==> src/rtl/uart_pkg.sv <==
// rtl/uart_pkg.sv - shared UART constants, state encodings and baud divider helper
package uart_pkg;

    localparam int DATA_BITS = 8;
    localparam int STOP_BITS = 1;

    localparam logic [2:0] ST_IDLE    = 3'd0;
    localparam logic [2:0] ST_START   = 3'd1;
    localparam logic [2:0] ST_DATA    = 3'd2;
    localparam logic [2:0] ST_STOP    = 3'd3;
    localparam logic [2:0] ST_RECOVER = 3'd4;

    typedef enum logic [2:0] {
        S_IDLE    = ST_IDLE,
        S_START   = ST_START,
        S_DATA    = ST_DATA,
        S_STOP    = ST_STOP,
        S_RECOVER = ST_RECOVER
    } rx_state_e;

    // Clock cycles per serial bit; shared with the transmitter so both ends agree.
    function automatic int clks_per_bit(input int clk_hz, input int baud_rate);
        return clk_hz / baud_rate;
    endfunction

endpackage

==> src/rtl/uart_rx_if.sv <==
// rtl/uart_rx_if.sv - received-byte valid/ready stream plus error pulses
interface uart_rx_if;
    logic [7:0] rx_data;
    logic       rx_valid;
    logic       rx_ready;
    logic       rx_frame_err;
    logic       rx_overrun;

    modport master (output rx_data, rx_valid, rx_frame_err, rx_overrun, input rx_ready);
    modport slave  (input rx_data, rx_valid, rx_frame_err, rx_overrun, output rx_ready);
endinterface

==> src/rtl/uart_sync2.sv <==
// rtl/uart_sync2.sv - generic two-flop synchronizer with configurable reset value
module uart_sync2 #(
    parameter logic RESET_VAL = 1'b1
) (
    input  logic clk,
    input  logic rst,
    input  logic d_i,
    output logic q_o
);
    logic meta_q;
    logic sync_q;

    // Two back-to-back flops resolve metastability on the asynchronous input.
    always_ff @(posedge clk) begin
        if (rst) begin
            meta_q <= RESET_VAL;
            sync_q <= RESET_VAL;
        end else begin
            meta_q <= d_i;
            sync_q <= meta_q;
        end
    end

    assign q_o = sync_q;
endmodule

==> src/rtl/uart_rx.sv <==
// rtl/uart_rx.sv - 8N1 serial receiver with one-deep output holding register
module uart_rx
    import uart_pkg::*;
#(
    parameter int CLK_HZ    = 50_000_000,
    parameter int BAUD_RATE = 115_200
) (
    input  logic       clk,
    input  logic       rst,
    input  logic       rxd,
    uart_rx_if.master  rx
);
    localparam int CLKS_PER_BIT = clks_per_bit(CLK_HZ, BAUD_RATE);
    localparam int HALF_BIT     = CLKS_PER_BIT / 2;
    localparam int CNT_W        = $clog2(CLKS_PER_BIT);
    localparam int IDX_W        = $clog2(DATA_BITS);

    localparam logic [CNT_W-1:0] CNT_HALF_LAST = CNT_W'(HALF_BIT - 1);
    localparam logic [CNT_W-1:0] CNT_BIT_LAST  = CNT_W'(CLKS_PER_BIT - 1);
    localparam logic [IDX_W-1:0] IDX_LAST      = IDX_W'(DATA_BITS - 1);

    if (CLKS_PER_BIT < 4) begin : g_cpb_check
        $error("uart_rx: CLKS_PER_BIT must be at least 4");
    end

    logic                 rxd_s;
    rx_state_e            state_q, state_d;
    logic [CNT_W-1:0]     cnt_q, cnt_d;
    logic [IDX_W-1:0]     idx_q, idx_d;
    logic [DATA_BITS-1:0] shift_q, shift_d;
    logic [DATA_BITS-1:0] data_q, data_d;
    logic                 valid_q, valid_d;
    logic                 frame_err_q, frame_err_d;
    logic                 overrun_q, overrun_d;
    logic                 deliver;
    logic                 accept;

    uart_sync2 #(.RESET_VAL(1'b1)) u_sync (
        .clk (clk),
        .rst (rst),
        .d_i (rxd),
        .q_o (rxd_s)
    );

    // State, bit timing and output holding register.
    always_ff @(posedge clk) begin
        if (rst) begin
            state_q     <= S_IDLE;
            cnt_q       <= '0;
            idx_q       <= '0;
            shift_q     <= '0;
            data_q      <= '0;
            valid_q     <= 1'b0;
            frame_err_q <= 1'b0;
            overrun_q   <= 1'b0;
        end else begin
            state_q     <= state_d;
            cnt_q       <= cnt_d;
            idx_q       <= idx_d;
            shift_q     <= shift_d;
            data_q      <= data_d;
            valid_q     <= valid_d;
            frame_err_q <= frame_err_d;
            overrun_q   <= overrun_d;
        end
    end

    // Frame sequencing: mid-bit sampling, false-start rejection, break recovery.
    always_comb begin
        state_d     = state_q;
        cnt_d       = cnt_q;
        idx_d       = idx_q;
        shift_d     = shift_q;
        deliver     = 1'b0;
        frame_err_d = 1'b0;
        unique case (state_q)
            S_IDLE: begin
                if (!rxd_s) begin
                    state_d = S_START;
                    cnt_d   = '0;
                end
            end
            S_START: begin
                if (cnt_q == CNT_HALF_LAST) begin
                    cnt_d   = '0;
                    idx_d   = '0;
                    state_d = rxd_s ? S_IDLE : S_DATA;
                end else begin
                    cnt_d = cnt_q + 1'b1;
                end
            end
            S_DATA: begin
                if (cnt_q == CNT_BIT_LAST) begin
                    cnt_d          = '0;
                    shift_d[idx_q] = rxd_s;
                    if (idx_q == IDX_LAST) begin
                        state_d = S_STOP;
                    end else begin
                        idx_d = idx_q + 1'b1;
                    end
                end else begin
                    cnt_d = cnt_q + 1'b1;
                end
            end
            S_STOP: begin
                if (cnt_q == CNT_BIT_LAST) begin
                    cnt_d = '0;
                    if (rxd_s) begin
                        deliver = 1'b1;
                        state_d = S_IDLE;
                    end else begin
                        frame_err_d = 1'b1;
                        state_d     = S_RECOVER;
                    end
                end else begin
                    cnt_d = cnt_q + 1'b1;
                end
            end
            S_RECOVER: begin
                if (rxd_s) begin
                    state_d = S_IDLE;
                end
            end
            default: state_d = S_IDLE;
        endcase
    end

    // Holding register: a full register only takes a new byte if it is drained the same cycle.
    always_comb begin
        accept    = valid_q & rx.rx_ready;
        data_d    = data_q;
        valid_d   = valid_q;
        overrun_d = 1'b0;
        if (deliver && (!valid_q || accept)) begin
            data_d  = shift_q;
            valid_d = 1'b1;
        end else if (deliver) begin
            overrun_d = 1'b1;
        end else if (accept) begin
            valid_d = 1'b0;
        end
    end

    assign rx.rx_data      = data_q;
    assign rx.rx_valid     = valid_q;
    assign rx.rx_frame_err = frame_err_q;
    assign rx.rx_overrun   = overrun_q;
endmodule
==> src/flat_wrapper.sv <==
// flat-port wrapper written by rule: the top's interface ports become plain ports
module uart_rx_flat import uart_pkg::*;
#(
    parameter int CLK_HZ    = 50_000_000,
    parameter int BAUD_RATE = 115_200
)
  (clk, rst, rxd, rx_rx_data, rx_rx_valid, rx_rx_frame_err, rx_rx_overrun, rx_rx_ready);
  uart_rx_if rx_i ();
  input  logic clk;
  input  logic rst;
  input  logic rxd;
  output wire logic [$bits(rx_i.rx_data)-1:0] rx_rx_data;
  output wire logic [$bits(rx_i.rx_valid)-1:0] rx_rx_valid;
  output wire logic [$bits(rx_i.rx_frame_err)-1:0] rx_rx_frame_err;
  output wire logic [$bits(rx_i.rx_overrun)-1:0] rx_rx_overrun;
  input wire logic [$bits(rx_i.rx_ready)-1:0] rx_rx_ready;
  assign rx_rx_data = rx_i.rx_data;
  assign rx_rx_valid = rx_i.rx_valid;
  assign rx_rx_frame_err = rx_i.rx_frame_err;
  assign rx_rx_overrun = rx_i.rx_overrun;
  assign rx_i.rx_ready = rx_rx_ready;
  uart_rx #(.CLK_HZ(CLK_HZ), .BAUD_RATE(BAUD_RATE)) u_core (.clk(clk), .rst(rst), .rxd(rxd), .rx(rx_i));
endmodule
==> config.mk <==
export PLATFORM = sky130hd
export DESIGN_NAME = uart_rx_flat
export DESIGN_NICKNAME = d
export VERILOG_FILES = /design/src/rtl/uart_pkg.sv /design/src/rtl/uart_rx_if.sv /design/src/rtl/uart_sync2.sv /design/src/rtl/uart_rx.sv /design/src/flat_wrapper.sv
export SDC_FILE = /design/constraint.sdc
export NUM_CORES = 1
export LEC_CHECK = 0
export ABC_AREA = 1
export ABC_CLOCK_PERIOD_IN_PS = 1900
export CELL_PAD_IN_SITES_DETAIL_PLACEMENT = 1
export CELL_PAD_IN_SITES_GLOBAL_PLACEMENT = 1
export CORE_UTILIZATION = 40
export CTS_CLUSTER_SIZE = 16
export DETAILED_ROUTE_END_ITERATION = 12
export PLACE_DENSITY = 0.76
export SYNTH_ARGS = -nofsm -noshare
export SYNTH_HDL_FRONTEND = slang
export SYNTH_HIERARCHICAL = 1
export SYNTH_SLANG_ARGS = --single-unit
==> constraint.sdc <==
create_clock -name clk -period 1.9 [get_ports clk]
set_input_delay 0.38 -clock clk [delete_from_list [all_inputs] [get_ports clk]]
set_output_delay 0.38 -clock clk [all_outputs]
set_load 0.01 [all_outputs]
==> results.md, run 1 <==
* Reg2reg setup slack at 0.32 ns
* Class of the most critical setup path: reg2reg
* Final period utilization at 82.90%
* Maximum vdd drop at 0.6368 mV
* Initial Utilization at 42.66%
* Post-synth ARST share at 0%
* Clock Pin Slew Worst Setup and Hold Paths at 0.07 ns
* CTS tree: yes
* Setup crit end kind: register
* Status: finished, final reports clean
* Top cells by area, synth: dfxtp_1, nand2_1, nor2_1, inv_1, nand3_1
* Post-Syn Area at 0.001755 mm^2
* Pleak at 0.9163 nW
* CP Buf/Inv Count at 1
* Final nets at 280
* Post-CTS Setup Repair Bufs at 0
* Post-synthesis cell type count at 25
* Number of synthesized flops with an enable pin at 0
* Num ports at 15
* Drc violations at 0
* Met2 usage at 29.78%
* Skew final at 0.004972 ns
* Die ar. at 0.004657 mm^2
* PD cells at 1136 mW/mm^2
* Most frequent cell after synthesis: nand2_1
* Skew-Pair Late Insertion Delay at 0.28 ns
* Number of global-route vias before repair at 1,470
* GR peak layer: met2
* Setup ws final at 0.3249 ns
* Layout cell share with drive strength beyond 1 at 12.13%
* GRT met1 Usage at 25.23%
* Final TNS setup at 0 ns
* Antenna viol nets, final at 0
* Post-synthesis sequential area ratio at 41.05%
* Drt pass-1 iters at 4
* H-Tree Depth at 2
* MaxCap Viol Count at 0
* CP top delay family: simple AND/OR/NAND/NOR gates
* Area share of the largest cell type after synthesis at 41.05%
* Via Count at 1,554
* Core box area at 0.004115 mm^2
* Worst-case clock buffer depth at 2
* Routability-driven placement congestion ratio at 0.7561
* Starting DRT DRC Count at 67
* Clk root buf: clkbuf_8
* Worst Path Required at 2.09 ns
* Worst path cell trace: ha_1, ha_1, nor2_1, or2_2, nand2_2, nand2_1, inv_1, nor2_1
* Antenna violations before repair at 0
* WP data arrival at 1.76 ns
* Largest stage delay, worst path at 0.52 ns
* Largest net degree at the start of global routing at 15
* Die X-Extent at 68.25 um
* RSZ-0062 raised after global routing: no
* TritonCTS buffer count at 5
* Met3 Resource Use GR at 3.500%
* Fmax at 0.6349 GHz
* Final Hold Viols at 0
* Slowest stage cell, crit path: dfxtp_1
* Diode count at 0
* Predominant post-synthesis flop cell: dfxtp_1
* Via-to-Cell Ratio at 4.826
* Total Wirelength at 3852 um
* FP Rows at 23
* CTS resizes at 0
* Final setup vio count at 0
* Max-slew violations at 0
* Dpl ws at 0.3056 ns
* Fin crit period at 1.575 ns
* Total GRT Usage at 18.86%
* Port bufs at 14
* First-pass GRT wire length at 6534 um
* Crit path launch type: register
* Commonest cells in the netlist: nand2_1, nor2_1, dfxtp_1, inv_1, nand3_1
* Hold crit path type: reg2reg
* Syn nets at 262
* Top cell type by total area after synthesis: dfxtp_1
* Drt wl/cell at 11.96 um
* Yosys reg bits at 36
* Die Ht at 68.25 um
* Rel. slew slack at 72.08%
* Post-Synthesis Cells at 253
* Hpwl dp at 2831 um
* Crit-path max FO at 10
* CTS Hold Bufs at 0
* Ys Warns at 6
* Avg Cell Area, Syn at 6.938 um^2
* Area Overhead vs Synth at 18.18%
* Worst Max-Slew Pin Slew at 0.4183 ns
* GRT overflow at 0
* Clock sinks at 36
[cell usage in the layout, fill, tap and decap left out, types with 2 or more instances in the layout]
cell type and n:
nor2_4 2, nand3_1 15, nand2_2 6, nor2_1 43, nand2_1 54, inv_2 5, clkdlybuf4s50_1 14, dfxtp_1 36
xor2_1 2, clkinv_2 2, inv_1 29, nand4_1 5, nor3_1 3, ha_1 5, nand2_4 2, clkbuf_8 5
o21ai_1 10, nor2_2 4, a21oi_1 13, o21ai_0 8
[final cells by class]
| type | instances | area (um^2) |
|---|---|---|
| Fill cell | 540 | 2041 |
| Timing Repair Buffer | 16 | 167.7 |
| Inverter | 35 | 132.6 |
| Clock buffer | 5 | 68.82 |
| Multi-Input combinational cell | 177 | 879.6 |
| Tap cell | 50 | 62.56 |
| Sequential cell | 36 | 720.7 |
| Clock inverter | 3 | 42.54 |
[worst reg2reg max path: stages, from the launching register on]
cell and delay, ns:
dfxtp_1 0.52, ha_1 0.22, ha_1 0.15, nor2_1 0.06
or2_2 0.32, nand2_2 0.10, nand2_1 0.05, inv_1 0.04
nor2_1 0.04
[worst paths after layout]
path                                          end                 start  depth (start not counted)
worst max-delay path              u_core/idx_q[0]       u_core/idx_q[0]                          8
worst min-delay path            u_core/u_sync/q_o  u_core/u_sync/meta_q                          2
worst max register to register    u_core/idx_q[0]       u_core/idx_q[0]                          8
worst min register to register  u_core/u_sync/q_o  u_core/u_sync/meta_q                          2
[state kept, by name, indices dropped and copies added (netlist names)]
name	count
u_core/rx.rx_valid	1
u_core/state_q	3
u_core/rx.rx_data	8
u_core/rx.rx_overrun	1
u_core/shift_q	8
u_core/cnt_q	9
u_core/u_sync/q_o	1
u_core/u_sync/meta_q	1
u_core/idx_q	3
u_core/rx.rx_frame_err	1
[where the power goes]
part / total [mW] / internal (mW) / switching, mW
clock: 0.671 / 0.388 / 0.282
combinational: 0.765 / 0.248 / 0.517
sequential: 0.920 / 0.822 / 0.0981
total: 2.36 / 1.46 / 0.897
[kinds of logic after synthesis]
logic type	after synthesis	share of synthesized area [%]
XOR/XNOR	3	1.497
AO/OA/AOI/OAI	31	8.838
flip-flops	36	41.05
AND/OR/NAND/NOR	138	36.21
adder cells (fa/ha/maj)	5	3.564
buffers and inverters	40	8.838
[metrics by stage]
stage	hold WS (ns)	power [mW]	util (%)	cells	area, um^2
final	0.4225	2.356	50.41	322	2074
after global routing	0.4592	2.552	50.41	322	2074
after CTS	0.4271	2.388	50.41	322	2074
after global placement	0.3906	1.701	47.70	314	1963
after detailed placement	0.4091	1.709	47.70	314	1963
after floorplan	0.3865	1.535	-	253	1755
[layer usage]
| metal | routed length [um] | vias to the layer above |
|---|---|---|
| met1 | 2052 | 708 |
| met3 | 80 | 2 |
| met4 | 28 | 0 |
| met5 | 0 | - |
| li1 | - | 827 |
| met2 | 1691 | 17 |
Note: power is estimated with default switching activity, not from simulation.
==> run 2: changes to the inputs <==
--- a/config.mk
+++ b/config.mk
@@ -6,7 +6,7 @@
 export NUM_CORES = 1
 export LEC_CHECK = 0
 export ABC_AREA = 1
-export ABC_CLOCK_PERIOD_IN_PS = 1900
+export ABC_CLOCK_PERIOD_IN_PS = 1500
 export CELL_PAD_IN_SITES_DETAIL_PLACEMENT = 1
 export CELL_PAD_IN_SITES_GLOBAL_PLACEMENT = 1
 export CORE_UTILIZATION = 40
==> constraint.sdc (replaced) <==
create_clock -name clk -period 1.5 [get_ports clk]
set_input_delay 0.3 -clock clk [delete_from_list [all_inputs] [get_ports clk]]
set_output_delay 0.3 -clock clk [all_outputs]
set_load 0.01 [all_outputs]
==> results.md, run 2 (synthesized netlist as in run 1, its figures left out) <==
* Status: finished, final reports clean
* First-pass GRT wire length at 7024 um
* Crit-path max FO at 2
* Final Hold Viols at 0
* Die Ht at 68.25 um
* Drt wl/cell at 12.78 um
* Worst path cell trace: clkdlybuf4s50_1
* Drc violations at 0
* Pleak at 1.097 nW
* Initial Utilization at 42.66%
* Via Count at 1,632
* PD cells at 1425 mW/mm^2
* Class of the most critical setup path: reg2out
* Die ar. at 0.004657 mm^2
* Clk root buf: clkbuf_8
* Area of the multi-input gates at 952.2 um^2
* Slowest stage cell, crit path: clkdlybuf4s50_1
* Total Wirelength at 4257 um
* Largest register FFs at 9
* FP Rows at 23
* CTS tree: yes
* Final setup vio count at 0
* Commonest non-fill, non-tap cell in the layout: nand2_1
* Area Overhead vs Synth at 27.73%
* Setup crit end kind: output pin
* Worst-case clock buffer depth at 2
* Final TNS setup at 0 ns
* Hold crit path type: reg2reg
* Antenna violations before repair at 0
* Largest register by flop count: u_core/cnt_q
* Skew final at 0.006185 ns
* Total GRT Usage at 20.79%
* Num ports at 15
* Die X-Extent at 68.25 um
* Fin area at 0.002242 mm^2
* Core box area at 0.004115 mm^2
* H-Tree Depth at 2
* CP Buf/Inv Count at 1
* Fin crit period at 1.461 ns
* Worst Max-Slew Pin Slew at 0.5744 ns
* Starting DRT DRC Count at 51
* Placed cell areas at 0.002018 mm^2
* Final nets at 291
* Skew-Pair Late Insertion Delay at 0.29 ns
* Rel. slew slack at 61.57%
* RSZ-0062 raised after global routing: yes
* Maximum vdd drop at 0.7139 mV
* Number of global-route vias before repair at 1,619
* Fmax at 0.6846 GHz
* WP data arrival at 1.16 ns
* GRT overflow at 0
* Drt pass-1 iters at 4
* Register Area at 726.9 um^2
* Final period utilization at 97.38%
* Fillers at 520
* Worst Path Required at 1.20 ns
* Diode count at 0
* CTS Hold Bufs at 0
* MaxCap Viol Count at 0
* Port bufs at 14
* TritonCTS buffer count at 5
* Max-slew violations at 0
* Total power draw at 3.194 mW
* Largest stage delay, worst path at 0.54 ns
* Clock Pin Slew Worst Setup and Hold Paths at 0.07 ns
* Layout cell share with drive strength beyond 1 at 21.55%
* Largest net degree at the start of global routing at 15
* Routability-driven placement congestion ratio at 0.8133
* CP top delay family: buffers and inverters
* Reg2reg setup slack at 0.08 ns
* Most frequent cells in the layout: nand2_1, nor2_1, dfxtp_1
* Antenna viol nets, final at 0
* Via-to-Cell Ratio at 4.901
* Crit path launch type: register
* Hpwl dp at 3131 um
* Clock sinks at 36
-- run 2: cell types whose count changed in the layout (fill, tap and decap cells not counted), moves of 2 or more --
| cell | previous run | this run |
|---|---|---|
| buf_4 | 1 | 12 |
| clkdlybuf4s50_1 | 14 | 7 |
| dfxtp_1 | 36 | 31 |
| dfxtp_2 | 0 | 5 |
| dlymetal6s2s_1 | 0 | 7 |
| inv_1 | 29 | 27 |
| inv_4 | 0 | 2 |
| nand2_1 | 54 | 51 |
| nor2_1 | 43 | 37 |
| nor2_2 | 4 | 7 |
| nor2_4 | 2 | 6 |
-- run 2: power by group --
group          leakage (nW)  internal [mW]  switching, mW
combinational         0.750          0.417          0.779
clock                0.0541          0.492          0.362
sequential            0.293           1.05         0.0930
-- run 2: worst min-delay path, delay by kind of cell (launching register included) --
family	cells	cell delay, ns
flip-flops	1	0.31
AND/OR/NAND/NOR	1	0.04
buffers and inverters	1	0.03
-- run 2: what timing repair did --
item	CTS	global route
resized for setup	1	34
pin swaps	1	4
cloned	1	0
setup endpoints to repair	2	34
buffers inserted	0	1
-- run 2: path summary, 6_finish.rpt --
path                        startpoint                   end  depth (start not counted)
hold reg to reg   u_core/u_sync/meta_q     u_core/u_sync/q_o                          2
setup / recovery  u_core/rx.rx_data[5]         rx_rx_data[5]                          1
setup reg to reg       u_core/cnt_q[2]  u_core/rx.rx_data[2]                         10
hold / removal    u_core/u_sync/meta_q     u_core/u_sync/q_o                          2
-- run 2: final cells by class --
cell class	instances	share of cell area [%]
clock buffers	5	3.069
clock inverters	3	1.897
inverters	35	6.306
flip-flops and latches	36	32.42
repair buffers	26	11.05
well taps	50	2.790
multi-input cells	178	42.47
-- run 2: metrics by stage --
stage	worst slack (ns)	hold WS, ns	utilization [%]	instances
2_1_floorplan	0.1523	0.3848	-	253
3_3_place_gp	0.03341	0.3898	49.04	323
3_5_place_dp	-0.02232	0.3973	49.04	323
4_1_cts	0.001575	0.4149	52.08	332
5_1_grt	-0.06019	0.4292	54.48	333
6_report	0.03933	0.4093	54.48	333
-- run 2: layer usage --
| layer | part of all wire [%] | wire (um) | GRT usage (%) | up-vias |
|---|---|---|---|---|
| met1 | 48 | 2051 | 25.40 | 766 |
| li1 | - | - | - | 848 |
| met2 | 49 | 2074 | 34.31 | 16 |
| met4 | 0.63 | 27 | 8.333 | 0 |
| met5 | 0 | 0 | 0 | - |
| met3 | 2.4 | 104 | 5.500 | 2 |
